## src/rtl/audio_pkg.sv

```systemverilog
// Shared definitions for the I2S DAC serializer: default sample width,
// serializer state encoding and the unity gain value for the fade-in.
package audio_pkg;

  localparam int DEFAULT_DATA_W = 16;
  localparam int GAIN_UNITY     = 256;
  localparam int GAIN_W         = 9;

  typedef enum logic [1:0] {
    ALIGN = 2'd0,
    SHIFT = 2'd1,
    PAD   = 2'd2
  } ser_state_t;

endpackage

```

## src/rtl/edge_sync.sv

```systemverilog
// Brings one asynchronous codec clock into the clk_50 domain through a
// SYNC_STAGES flop chain plus a history flop, and produces single-cycle
// rise/fall pulses from the synchronized level.
module edge_sync #(
  parameter int SYNC_STAGES = 2
) (
  input  logic clk,
  input  logic ar,
  input  logic din,
  output logic level,
  output logic rise,
  output logic fall
);

  logic [SYNC_STAGES-1:0] sync;
  logic                   hist;

  // Synchronizer chain followed by a history flop for edge detection
  always_ff @(posedge clk or posedge ar) begin
    if (ar) begin
      sync <= '0;
      hist <= 1'b0;
    end else begin
      sync <= {sync[SYNC_STAGES-2:0], din};
      hist <= sync[SYNC_STAGES-1];
    end
  end

  assign level = sync[SYNC_STAGES-1];
  assign rise  = level & ~hist;
  assign fall  = ~level & hist;

endmodule

```

## src/rtl/i2s_dac_serializer.sv

```systemverilog
// Mono I2S serializer for the codec DAC. The codec is clock master: bclk and
// daclrck are oversampled in the clk_50 domain. The sample is captured on each
// falling daclrck (left half) and replayed in the right half, MSB first with
// the I2S one-bit delay, and zero-padded to the end of each half-frame.
// Optional fade-in gain is enabled with the macro I2S_FADE_EN.
module i2s_dac_serializer
  import audio_pkg::*;
#(
  parameter int DATA_W        = DEFAULT_DATA_W,
  parameter int SYNC_STAGES   = 2,
  parameter int FADE_LEN_LOG2 = 8
) (
  input  logic              clk_50,
  input  logic              ar,
  input  logic              bclk,
  input  logic              daclrck,
  input  logic [DATA_W-1:0] sample_in,
  input  logic              key_on,
  output logic              dacdat,
  output logic              sample_strobe,
  output logic              frame_err
);

  localparam int CNT_W = $clog2(DATA_W + 1);
  localparam logic [CNT_W-1:0] CNT_FULL = CNT_W'(DATA_W);

  logic bclk_level, bclk_rise, bclk_fall;
  logic lrck_level, lrck_rise, lrck_fall, lrck_edge;

  ser_state_t        state, state_d;
  logic [DATA_W-1:0] shift_reg, shift_d;
  logic [DATA_W-1:0] held, held_d;
  logic [CNT_W-1:0]  bit_cnt, cnt_d, cnt_inc;
  logic              dacdat_d;
  logic              frame_err_d;
  logic [DATA_W-1:0] word;

  edge_sync #(.SYNC_STAGES(SYNC_STAGES)) u_bclk_sync (
    .clk   (clk_50),
    .ar    (ar),
    .din   (bclk),
    .level (bclk_level),
    .rise  (bclk_rise),
    .fall  (bclk_fall)
  );

  edge_sync #(.SYNC_STAGES(SYNC_STAGES)) u_lrck_sync (
    .clk   (clk_50),
    .ar    (ar),
    .din   (daclrck),
    .level (lrck_level),
    .rise  (lrck_rise),
    .fall  (lrck_fall)
  );

  assign lrck_edge     = lrck_fall | lrck_rise;
  assign sample_strobe = lrck_fall;
  assign cnt_inc       = bit_cnt + 1'b1;

`ifdef I2S_FADE_EN
  localparam int PROD_W   = DATA_W + GAIN_W + 1;
  localparam int GAIN_SHR = 8;
  localparam logic [GAIN_W-1:0] GAIN_MAX  = GAIN_W'(GAIN_UNITY);
  localparam logic [GAIN_W-1:0] GAIN_STEP = GAIN_W'(GAIN_UNITY >> FADE_LEN_LOG2);

  logic [GAIN_W-1:0] gain;

  // Signed sample times unsigned gain, arithmetic shift by 8, truncated
  function automatic logic [DATA_W-1:0] scale_word(input logic [DATA_W-1:0] s,
                                                   input logic [GAIN_W-1:0] g);
    logic signed [PROD_W-1:0] s_ext;
    logic signed [PROD_W-1:0] g_ext;
    logic signed [PROD_W-1:0] prod;
    s_ext = {{(PROD_W-DATA_W){s[DATA_W-1]}}, s};
    g_ext = {{(PROD_W-GAIN_W){1'b0}}, g};
    prod  = s_ext * g_ext;
    return prod[DATA_W+GAIN_SHR-1:GAIN_SHR];
  endfunction

  // Gain ramp that stops at unity
  function automatic logic [GAIN_W-1:0] gain_step_sat(input logic [GAIN_W-1:0] g);
    if (g > GAIN_MAX - GAIN_STEP) return GAIN_MAX;
    else return g + GAIN_STEP;
  endfunction

  // Fade gain: cleared while the note is off, ramps once per frame while on
  always_ff @(posedge clk_50 or posedge ar) begin
    if (ar) begin
      gain <= '0;
    end else if (!key_on) begin
      gain <= '0;
    end else if (lrck_fall) begin
      gain <= gain_step_sat(gain);
    end
  end

  assign word = scale_word(sample_in, gain);

  logic unused_sig;
  assign unused_sig = ^{bclk_level, bclk_rise, lrck_level};
`else
  assign word = sample_in;

  logic unused_sig;
  assign unused_sig = ^{bclk_level, bclk_rise, lrck_level, key_on};
`endif

  // Next-state and datapath decode; an lrck edge always wins over a
  // coincident bclk fall so the MSB lands one bit clock after the edge
  always_comb begin
    state_d     = state;
    shift_d     = shift_reg;
    cnt_d       = bit_cnt;
    held_d      = held;
    dacdat_d    = dacdat;
    frame_err_d = 1'b0;

    if (lrck_fall) held_d = word;

    case (state)
      ALIGN: begin
        dacdat_d = 1'b0;
        if (lrck_fall) begin
          shift_d = word;
          cnt_d   = '0;
          state_d = SHIFT;
        end
      end
      SHIFT, PAD: begin
        if (lrck_edge) begin
          frame_err_d = (state == SHIFT) && (bit_cnt < CNT_FULL);
          shift_d     = lrck_fall ? word : held;
          cnt_d       = '0;
          state_d     = SHIFT;
        end else if (bclk_fall) begin
          if (state == SHIFT) begin
            dacdat_d = shift_reg[DATA_W-1];
            shift_d  = {shift_reg[DATA_W-2:0], 1'b0};
            cnt_d    = cnt_inc;
            if (cnt_inc == CNT_FULL) state_d = PAD;
          end else begin
            dacdat_d = 1'b0;
          end
        end
      end
      default: begin
        state_d  = ALIGN;
        dacdat_d = 1'b0;
      end
    endcase
  end

  // Serializer state, shift register, held sample and registered outputs
  always_ff @(posedge clk_50 or posedge ar) begin
    if (ar) begin
      state     <= ALIGN;
      shift_reg <= '0;
      held      <= '0;
      bit_cnt   <= '0;
      dacdat    <= 1'b0;
      frame_err <= 1'b0;
    end else begin
      state     <= state_d;
      shift_reg <= shift_d;
      held      <= held_d;
      bit_cnt   <= cnt_d;
      dacdat    <= dacdat_d;
      frame_err <= frame_err_d;
    end
  end

endmodule

```

## config.mk

```make
export PLATFORM = sky130hd
export DESIGN_NAME = i2s_dac_serializer
export DESIGN_NICKNAME = d
export VERILOG_FILES = /design/src/rtl/audio_pkg.sv /design/src/rtl/edge_sync.sv /design/src/rtl/i2s_dac_serializer.sv
export SDC_FILE = /design/constraint.sdc
export NUM_CORES = 1
export LEC_CHECK = 0
export BUFFER_PORTS_ARGS = -buffer_cell sky130_fd_sc_hd__buf_2
export CORE_MARGIN = 4
export CORE_UTILIZATION = 35
export CTS_CLUSTER_SIZE = 14
export DETAILED_ROUTE_END_ITERATION = 10
export GPL_ROUTABILITY_DRIVEN = 1
export HOLD_SLACK_MARGIN = 0.03
export PLACE_DENSITY_LB_ADDON = 0.3
export SLEW_MARGIN = 0
export SYNTH_ARGS = -nofsm -noshare
export SYNTH_HDL_FRONTEND = slang
export SYNTH_SLANG_ARGS = --single-unit
export TNS_END_PERCENT = 10
```

## constraint.sdc

```tcl
create_clock -name clk_50 -period 1.7 [get_ports clk_50]
set_clock_uncertainty 0.05 [all_clocks]
set_input_delay 0.17 -clock clk_50 [delete_from_list [all_inputs] [get_ports clk_50]]
set_output_delay 0.17 -clock clk_50 [all_outputs]
set_load 0.05 [all_outputs]
```

==> flow_summary.json, run 1 <==
{
  "synth-xor-area-share_pct": 0,
  "synth_compound_area_share_pct": 21.8,
  "cts-root-buf": "clkbuf_8",
  "die_w_microns": 89.0,
  "slew_viol_final": 0,
  "cp_data_arrival_time_ps": 1810,
  "place_area_sq_um": 2660,
  "die-area_sq_um": 7920,
  "final.min_clock_period_ps": 1680,
  "critPathMaxFanout": 10,
  "clk_pin_slew_worst_paths_ps": 90,
  "slew_headroom_pct": 61.7,
  "grt-ovfl-total": 0,
  "synthTopCellsByCount": "dfrtp_1, nand2_1, a21oi_1, inv_1, o21ai_1",
  "synthAdderAreaFrac_pct": 2.73,
  "fmax_mhz": 596,
  "wl_per_cell_microns": 14.1,
  "synth_mux_area_share_pct": 0.927,
  "required_ps": 1830,
  "vias": 1849,
  "status": "finished, final reports clean",
  "synth.distinct_cells": 31,
  "post-synth-top-count-cell": "dfrtp_1",
  "areaGrowthSynthToFinish_pct": 25.6,
  "place.gp.congestion": 0.768,
  "cts_buffers": 5,
  "whs_path_depth": 3,
  "grt_max_degree": 25,
  "synth_simple_gate_area_share_pct": 15.6,
  "comb_power_share_pct": 44.9,
  "cts-htree-levels": 2,
  "start_kind": "flop",
  "p_clk_share_pct": 16.1,
  "maxCapViolCount": 0,
  "worstSkewPairLatency_ps": 290,
  "ys_ff_latch": 47,
  "cts_tree": "yes",
  "hold_violations": 0,
  "seqPwrFrac_pct": 39.0,
  "cts_sinks": 47,
  "syn_inst": 246,
  "die_y_microns": 89.0,
  "leakagePower_uw": 0.00128,
  "rsz0062_at_grt": "true",
  "rows": 29,
  "grt_pass1_vias": 1814,
  "power.internal_uw": 2580,
  "worstMarginPinSlew_ps": 574,
  "power_density_nw_per_um2": 1430,
  "antenna_found_initial": 0,
  "drt-total-wl_microns": 5160,
  "antenna_cells": 0,
  "synth_top_family_by_area": "compound AO/OA/AOI/OAI gates",
  "dp_hpwl_microns": 3540,
  "min_path_type": "in2reg",
  "synthesis.area_sq_um": 2290,
  "yosys_warnings": 0,
  "synthArstFlopShare_pct": 100,
  "fin_cells": 366,
  "synthTopCellsByArea": "dfrtp_1, nand2_1, nand3b_1, a221oi_1, a21oi_1",
  "synth_edf_count": 0,
  "synth_fp_nets": 272,
  "drt_iter0_drc": 91,
  "gr-usage-all-layers_pct": 14.0,
  "p_sw_uw": 1540,
  "layout-drive-gt1-share_pct": 27.0,
  "setup_viol": 0,
  "syn_avg_cell_area_sq_um": 9.33,
  "post-route-util_pct": 45.4,
  "ios": 24,
  "viasPerCell": 5.05,
  "clockBufferDepth": 2,
  "drtPass1Iterations": 4,
  "dp_cells": 353,
  "yosysSeqAreaShare_pct": 51.3,
  "timing.final.crit_share_pct": 98.7,
  "io_buffer_count": 22,
  "criticalPathCategory": "reg2reg",
  "ant_nets": 0,
  "fillCellCount": 601,
  "cp-end-kind": "flop",
  "synth_top_area_share_pct": 51.3,
  "fin_area_sq_um": 2880,
  "drcViolationCount": 0,
  "grt_pass1_wl_microns": 8670,
  "core_area_sq_um": 6350,
  "vdd_drop_max_mv": 0.684,
  "start_util_pct": 36.1,
  "yosysTopAreaCell": "dfrtp_1",
  "nets": 314,
  "synth_top_flop_cell": "dfrtp_1",
  "rr_worst_depth": 7,
  "sw_frac_of_total_pct": 37.4
}
[path summary, 6_finish.rpt]
path / startpoint / end / slack [ps]
hold reg to reg: u_bclk_sync.sync[0]$_DFF_PP0_ / u_bclk_sync.sync[1]$_DFF_PP0_ / 320
min in group asynchronous: ar / u_bclk_sync.sync[1]$_DFF_PP0_ / 430
setup reg to reg: state[0]$_DFFE_PP0P_ / shift_reg[3]$_DFFE_PP0P_ / 20
setup / recovery: state[0]$_DFFE_PP0P_ / shift_reg[3]$_DFFE_PP0P_ / 20
hold / removal: sample_in[0] / held[0]$_DFF_PP0_ / 60
max in group asynchronous: ar / u_lrck_sync.sync[1]$_DFF_PP0_ / 650
[what timing repair did]
item | CTS | global route
hold buffers | 3 | 0
pin swaps | 0 | 3
cloned | 0 | 0
hold endpoints to repair | 25 | 0
setup buffers | 1 | 1
setup endpoints to repair | 21 | 24
resized for setup | 6 | 16
[metrics by stage]
stage | power, uW | hold slack [ps] | TNS (ps) | setup WS, ps
final | 4120 | 64.5 | 0 | 22.7
after global routing | 4440 | 87.6 | -337 | -60.1
after CTS | 4000 | 56.1 | 0 | 5.15
after detailed placement | 3270 | 205 | -1450 | -111
after global placement | 3220 | 209 | -970 | -65.4
after floorplan | 2680 | 151 | 0 | 5.37
[critical path, cell delays in order, from the launching register on]
cell	delay, ps
dfrtp_1	400
inv_2	60
ha_4	280
buf_6	140
clkinv_2	80
buf_4	160
a221oi_1	280
o21ai_1	100
[final cells by class]
| type | instances | area [sq um] | area share [%] |
|---|---|---|---|
| flip-flops and latches | 47 | 1180 | 40.8 |
| multi-input cells | 160 | 1050 | 36.3 |
| repair buffers | 52 | 395 | 13.7 |
| well taps | 77 | 96.3 | 3.34 |
| inverters | 22 | 83.8 | 2.91 |
| clock buffers | 6 | 72.6 | 2.52 |
| clock inverters | 2 | 12.5 | 0.434 |
[kinds of logic (layout without fill, tap and decap cells)]
| kind of cell | count (synthesis) | after routing |
|---|---|---|
| simple gates | 71 | 71 |
| buf+inv | 39 | 82 |
| flops | 47 | 47 |
| compound gates | 82 | 82 |
| fa+ha+maj | 5 | 5 |
| mux | 2 | 2 |
[layer usage]
| layer | vias up | wire length, microns | global-route usage, % |
|---|---|---|---|
| met3 | 2 | 150 | 2.67 |
| met2 | 20 | 2440 | 21.3 |
| met1 | 880 | 2540 | 20.4 |
| li1 | 947 | - | - |
| met4 | 0 | 24 | 3.92 |
| met5 | - | 0 | 0 |
[power groups by stage]
stage | combinational (uW) | sequential [uW] | clock, uW
2_1_floorplan | 1060 | 1620 | 0
3_3_place_gp | 1620 | 1600 | 0
3_5_place_dp | 1660 | 1600 | 0
4_1_cts | 1730 | 1580 | 686
5_1_grt | 2070 | 1640 | 733
6_report | 1850 | 1610 | 663
[layout by cell type (no fill, tap or decap), types with 3 or more instances in the layout]
master         count
clkbuf_8           5
buf_4             20
nand3_1            4
a221oi_2           9
dlygate4sd3_1      3
nand2_1           41
dfrtp_1           47
inv_2              3
a221oi_1           6
o21ai_1           20
inv_1             18
nor2_1             3
buf_2             22
buf_6              4
a21oi_1           21
buf_12             3
nand3b_1          19
o21ai_0           17
Power figures use the tool's default switching activity.
==> run 2: changes to the inputs <==
Settings changed: CORE_UTILIZATION 35 to 36.
==> run 2 against run 1 <==
Compared with the run above:
- utilization grew 0.86 points
- wire length shrank 6.4%
- hold slack gained 0.86 ps
- the flow now finishes with violations (DRC)
- count of clock-buffer cells in the layout grew 1
- die area shrank 2.5%
- sequential power is essentially flat
- fmax grew 2.6%
- via count shrank 0.32%
==> flow_summary.json, run 2 (same netlist as run 1, synthesis figures left out) <==
{
  "vdd_drop_max_mv": 0.551,
  "cp_data_arrival_time_ps": 1770,
  "criticalPathCategory": "reg2reg",
  "slowest_delay_ps": 380,
  "cts_buffers": 5,
  "die-area_sq_um": 7720,
  "grt_max_degree": 33,
  "worstMarginPinSlew_ps": 407,
  "rows": 28,
  "whs_path_depth": 3,
  "status": "finished with violations",
  "timing.final.crit_share_pct": 96.1,
  "slew_viol_final": 0,
  "clockBufferDepth": 2,
  "areaGrowthSynthToFinish_pct": 22.2,
  "worstSkewPairLatency_ps": 300,
  "required_ps": 1830,
  "cts_tree": "yes",
  "crit_buf_inv": 1,
  "drtPass1Iterations": 7,
  "maxCapViolCount": 0,
  "hold_violations": 0,
  "gr-usage-all-layers_pct": 13.7,
  "die_w_microns": 87.8,
  "io_buffer_count": 22,
  "die_y_microns": 87.8,
  "antenna_found_initial": 0,
  "cts-root-buf": "clkbuf_8",
  "wl_per_cell_microns": 13.4,
  "rr_worst_depth": 6,
  "viasPerCell": 5.11,
  "start_kind": "flop",
  "fmax_mhz": 612,
  "cts_sinks": 47,
  "critical_path_depth": 6,
  "critPathMaxFanout": 3,
  "violations": "DRC",
  "cts-htree-levels": 2,
  "ios": 24,
  "setup_viol": 0,
  "final.min_clock_period_ps": 1630,
  "crit_slowest_cell": "dfrtp_1",
  "fillCellCount": 583,
  "rsz0062_at_grt": "true",
  "grt-ovfl-total": 0,
  "min_path_type": "in2reg",
  "vias": 1843,
  "grt_pass1_wl_microns": 8270,
  "grt_pass1_vias": 1780,
  "clk_pin_slew_worst_paths_ps": 80,
  "tns_ps": 0,
  "layout_commonest_cell": "dfrtp_1",
  "dp_hpwl_microns": 3440,
  "crit_family": "flip-flops",
  "worstPathCellList": "buf_4, ha_2, nand3b_1, a21boi_2, o211ai_1, mux2_1",
  "antenna_cells": 0,
  "place.gp.congestion": 0.764,
  "power_density_nw_per_um2": 1410,
  "cp-end-kind": "flop",
  "ant_nets": 0,
  "leakagePower_uw": 0.00125,
  "layout-drive-gt1-share_pct": 24.1,
  "post-route-util_pct": 46.3,
  "nets": 311,
  "drt-total-wl_microns": 4820,
  "slew_headroom_pct": 72.8,
  "drt_iter0_drc": 93,
  "drcViolationCount": 1,
  "layout_common_cells": "dfrtp_1, nand2_1, buf_2, a21oi_1, buf_4",
  "core_area_sq_um": 6060,
  "start_util_pct": 37.9
}
==> run 2: worst paths after layout <==
path	from	to	slack, ps
max	state[0]$_DFFE_PP0P_	state[0]$_DFFE_PP0P_	70
min	sample_in[9]	held[9]$_DFF_PP0_	70
max reg2reg	state[0]$_DFFE_PP0P_	state[0]$_DFFE_PP0P_	70
min reg2reg	u_lrck_sync.sync[0]$_DFF_PP0_	u_lrck_sync.sync[1]$_DFF_PP0_	310
max in group asynchronous	ar	bit_cnt[2]$_DFFE_PP0P_	650
min in group asynchronous	ar	u_bclk_sync.sync[0]$_DFF_PP0_	350
==> run 2: metal layers <==
layer	vias up	wire (microns)	part of all wire [%]	GRT usage [%]
met4	0	68	1.4	4.60
met5	-	0	0	0
met3	5	131	2.7	3.20
met1	875	2310	48	18.4
met2	27	2310	48	21.9
li1	936	-	-	-
==> run 2: per-stage QoR <==
step           setup slack [ps]  power (uW)  cells  hold WS, ps  area, sq um
3_5_place_dp              -10.5        3190    347          129         2610
2_1_floorplan              5.37        2680    246          151         2320
3_3_place_gp               14.0        3150    347          126         2610
5_1_grt                   -15.3        4280    361         78.4         2800
6_report                   65.5        3960    361         65.4         2800
4_1_cts                   0.386        3850    358         51.9         2730
==> run 2: cell type report <==
cell class | count | area, sq um | area share, %
flip-flops and latches | 47 | 1180 | 41.9
inverters | 22 | 82.6 | 2.95
clock buffers | 7 | 76.3 | 2.72
multi-input cells | 160 | 1020 | 36.4
well taps | 75 | 93.8 | 3.35
clock inverters | 1 | 5.00 | 0.178
repair buffers | 49 | 349 | 12.4
==> run 2: tightest hold or removal path: stages <==
cell,delay [ps]
buf_2,80
nand2_1,60
o21ai_0,60
==> run 2: report_power, final <==
part | internal, uW | switching [uW] | leakage (uW)
combinational | 797 | 927 | 0.000624
sequential | 1410 | 181 | 0.000588
clock | 289 | 359 | 0.0000422
==> run 2: repair_timing <==
item / 4_1_cts / 5_1_grt
resized for setup: 2 / 12
setup endpoints to repair: 6 / 20
setup buffers: 0 / 3
hold buffers: 3 / 0
hold endpoints to repair: 19 / 0
pin swaps: 0 / 3
==> run 3: changes to the inputs <==
Settings changed: CORE_UTILIZATION 36 to 52, GPL_TIMING_DRIVEN set to 0.
==> run 3 against run 2 <==
Compared with the run above:
- the run ends with setup timing left
- register-to-register slack got worse by 70 ps
- cell area up 1.8%
- hold slack improved by 2.5 ps
- utilization is 23 points higher
- fmax fell by 4.1%
- largest power group unchanged
==> flow_summary.json, run 3 (same netlist as run 1, synthesis figures left out) <==
{
  "tns_ps": -4.06,
  "grt-ovfl-total": 0,
  "areaGrowthSynthToFinish_pct": 24.4,
  "min_from": "sample_in[0]",
  "final.min_clock_period_ps": 1700,
  "met1_length_microns": 2490,
  "drcViolationCount": 0,
  "cts-htree-levels": 2,
  "ios": 24,
  "criticalPathCategory": "reg2reg",
  "grt_max_degree": 31,
  "wl_met3_microns": 212,
  "hold_violations": 0,
  "gr-usage-all-layers_pct": 21.9,
  "cts_tree": "yes",
  "place.gp.congestion": 0.796,
  "status": "finished with violations",
  "io_buffer_count": 22,
  "drt-total-wl_microns": 5520,
  "hold_ws_ps": 67.9,
  "fmax_mhz": 587,
  "vias": 1937,
  "cts-root-buf": "clkbuf_8",
  "drt_iter0_drc": 131,
  "fillCellCount": 333,
  "startpoint": "state[0]$_DFFE_PP0P_",
  "nets": 313,
  "cts_sinks": 47,
  "cp-end-kind": "flop",
  "slew_viol_final": 0,
  "power_density_nw_per_um2": 1540,
  "setup_viol": 1,
  "preCtsSetupSlack_ps": -237,
  "highest_layer": "met4",
  "violations": "setup timing",
  "start_util_pct": 55.4,
  "wl_per_cell_microns": 16.3,
  "setup_slack_ps": -4.06,
  "clk_pin_slew_worst_paths_ps": 90,
  "core_area_sq_um": 4140,
  "die_w_microns": 74.4,
  "leakagePower_uw": 0.00129,
  "antenna_cells": 0,
  "critPathMaxFanout": 10,
  "die-area_sq_um": 5540,
  "layout_commonest_cell": "dfrtp_1",
  "viasPerCell": 5.73,
  "layout_common_cells": "dfrtp_1, nand2_1, buf_2, a21oi_1, o21ai_1",
  "grt_pass1_vias": 1956,
  "required_ps": 1840,
  "rows": 23,
  "die_y_microns": 74.4,
  "start_kind": "flop",
  "timing.final.crit_share_pct": 100,
  "rsz0062_at_grt": "true",
  "worstSkewPairLatency_ps": 300,
  "rr_startpoint": "state[0]$_DFFE_PP0P_",
  "drtPass1Iterations": 4,
  "dp_hpwl_microns": 3560,
  "cts_buffers": 5,
  "slew_headroom_pct": 71.9,
  "cp_data_arrival_time_ps": 1840,
  "vdd_drop_max_mv": 0.809,
  "dr_wl_met2_microns": 2780,
  "fin_area_sq_um": 2860,
  "post-route-util_pct": 68.9,
  "worstMarginPinSlew_ps": 421,
  "grt_pass1_wl_microns": 9290,
  "place_area_sq_um": 2510,
  "layout-drive-gt1-share_pct": 25.0,
  "ant_nets": 0,
  "maxCapViolCount": 0,
  "clockBufferDepth": 2,
  "antenna_found_initial": 0,
  "min_path_type": "in2reg"
}
run 3: cell types whose count changed in the layout (fill, tap and decap cells not counted), sizes merged:
cell,delta
clkinv,-2
clkbuf,+4
bufinv,+2
inv,+1
buf,-4
clkinvlp,+1
run 3: layout make-up:
cell class / count / area, sq um / area share (%)
well taps: 50 / 62.6 / 2.19
inverters: 22 / 85.1 / 2.98
clock buffers: 5 / 68.8 / 2.41
clock inverters: 3 / 67.6 / 2.37
multi-input cells: 160 / 1030 / 36.0
repair buffers: 35 / 231 / 8.11
plain buffers: 16 / 136 / 4.78
flip-flops and latches: 47 / 1180 / 41.2
run 3: critical path, cell delays in order, from the launching register on:
cell	delay (ps)
dfrtp_1	410
buf_4	140
ha_4	140
nand3b_1	170
a21o_1	250
buf_6	150
buf_6	140
nand2_1	70
o21ai_1	60
run 3: power by group:
group	internal (uW)	switching [uW]
combinational	814	994
sequential	1410	191
clock	586	395
run 3: metal layers:
layer | vias up | track usage, %
met4 | 0 | 7.71
met2 | 45 | 35.1
met3 | 5 | 3.92
li1 | 941 | -
met1 | 946 | 30.1
met5 | - | 0
run 3: path summary, 6_finish.rpt:
kind	endpoint	slack (ps)	cells past startpoint
hold reg to reg	u_bclk_sync.sync[1]$_DFF_PP0_	310	0
hold / removal	held[0]$_DFF_PP0_	70	3
max in group asynchronous	held[11]$_DFF_PP0_	760	4
setup reg to reg	shift_reg[15]$_DFFE_PP0P_	-4	8
min in group asynchronous	dacdat$_DFFE_PP0P_	350	3
setup / recovery	shift_reg[15]$_DFFE_PP0P_	-4	8
run 3: what timing repair did:
item / 4_1_cts / 5_1_grt
hold buffers: 3 / 0
endpoints found under the hold margin: 19 / 0
buffers inserted: 8 / 1
gates resized for setup: 20 / 15
pin swaps: 5 / 4
setup endpoints to repair: 23 / 25
run 3: through the flow:
stage | std cells | power, uW
2_1_floorplan | 246 | 2680
3_3_place_gp | 318 | 3010
3_5_place_dp | 319 | 3070
4_1_cts | 337 | 4280
5_1_grt | 338 | 4690
6_report | 338 | 4390
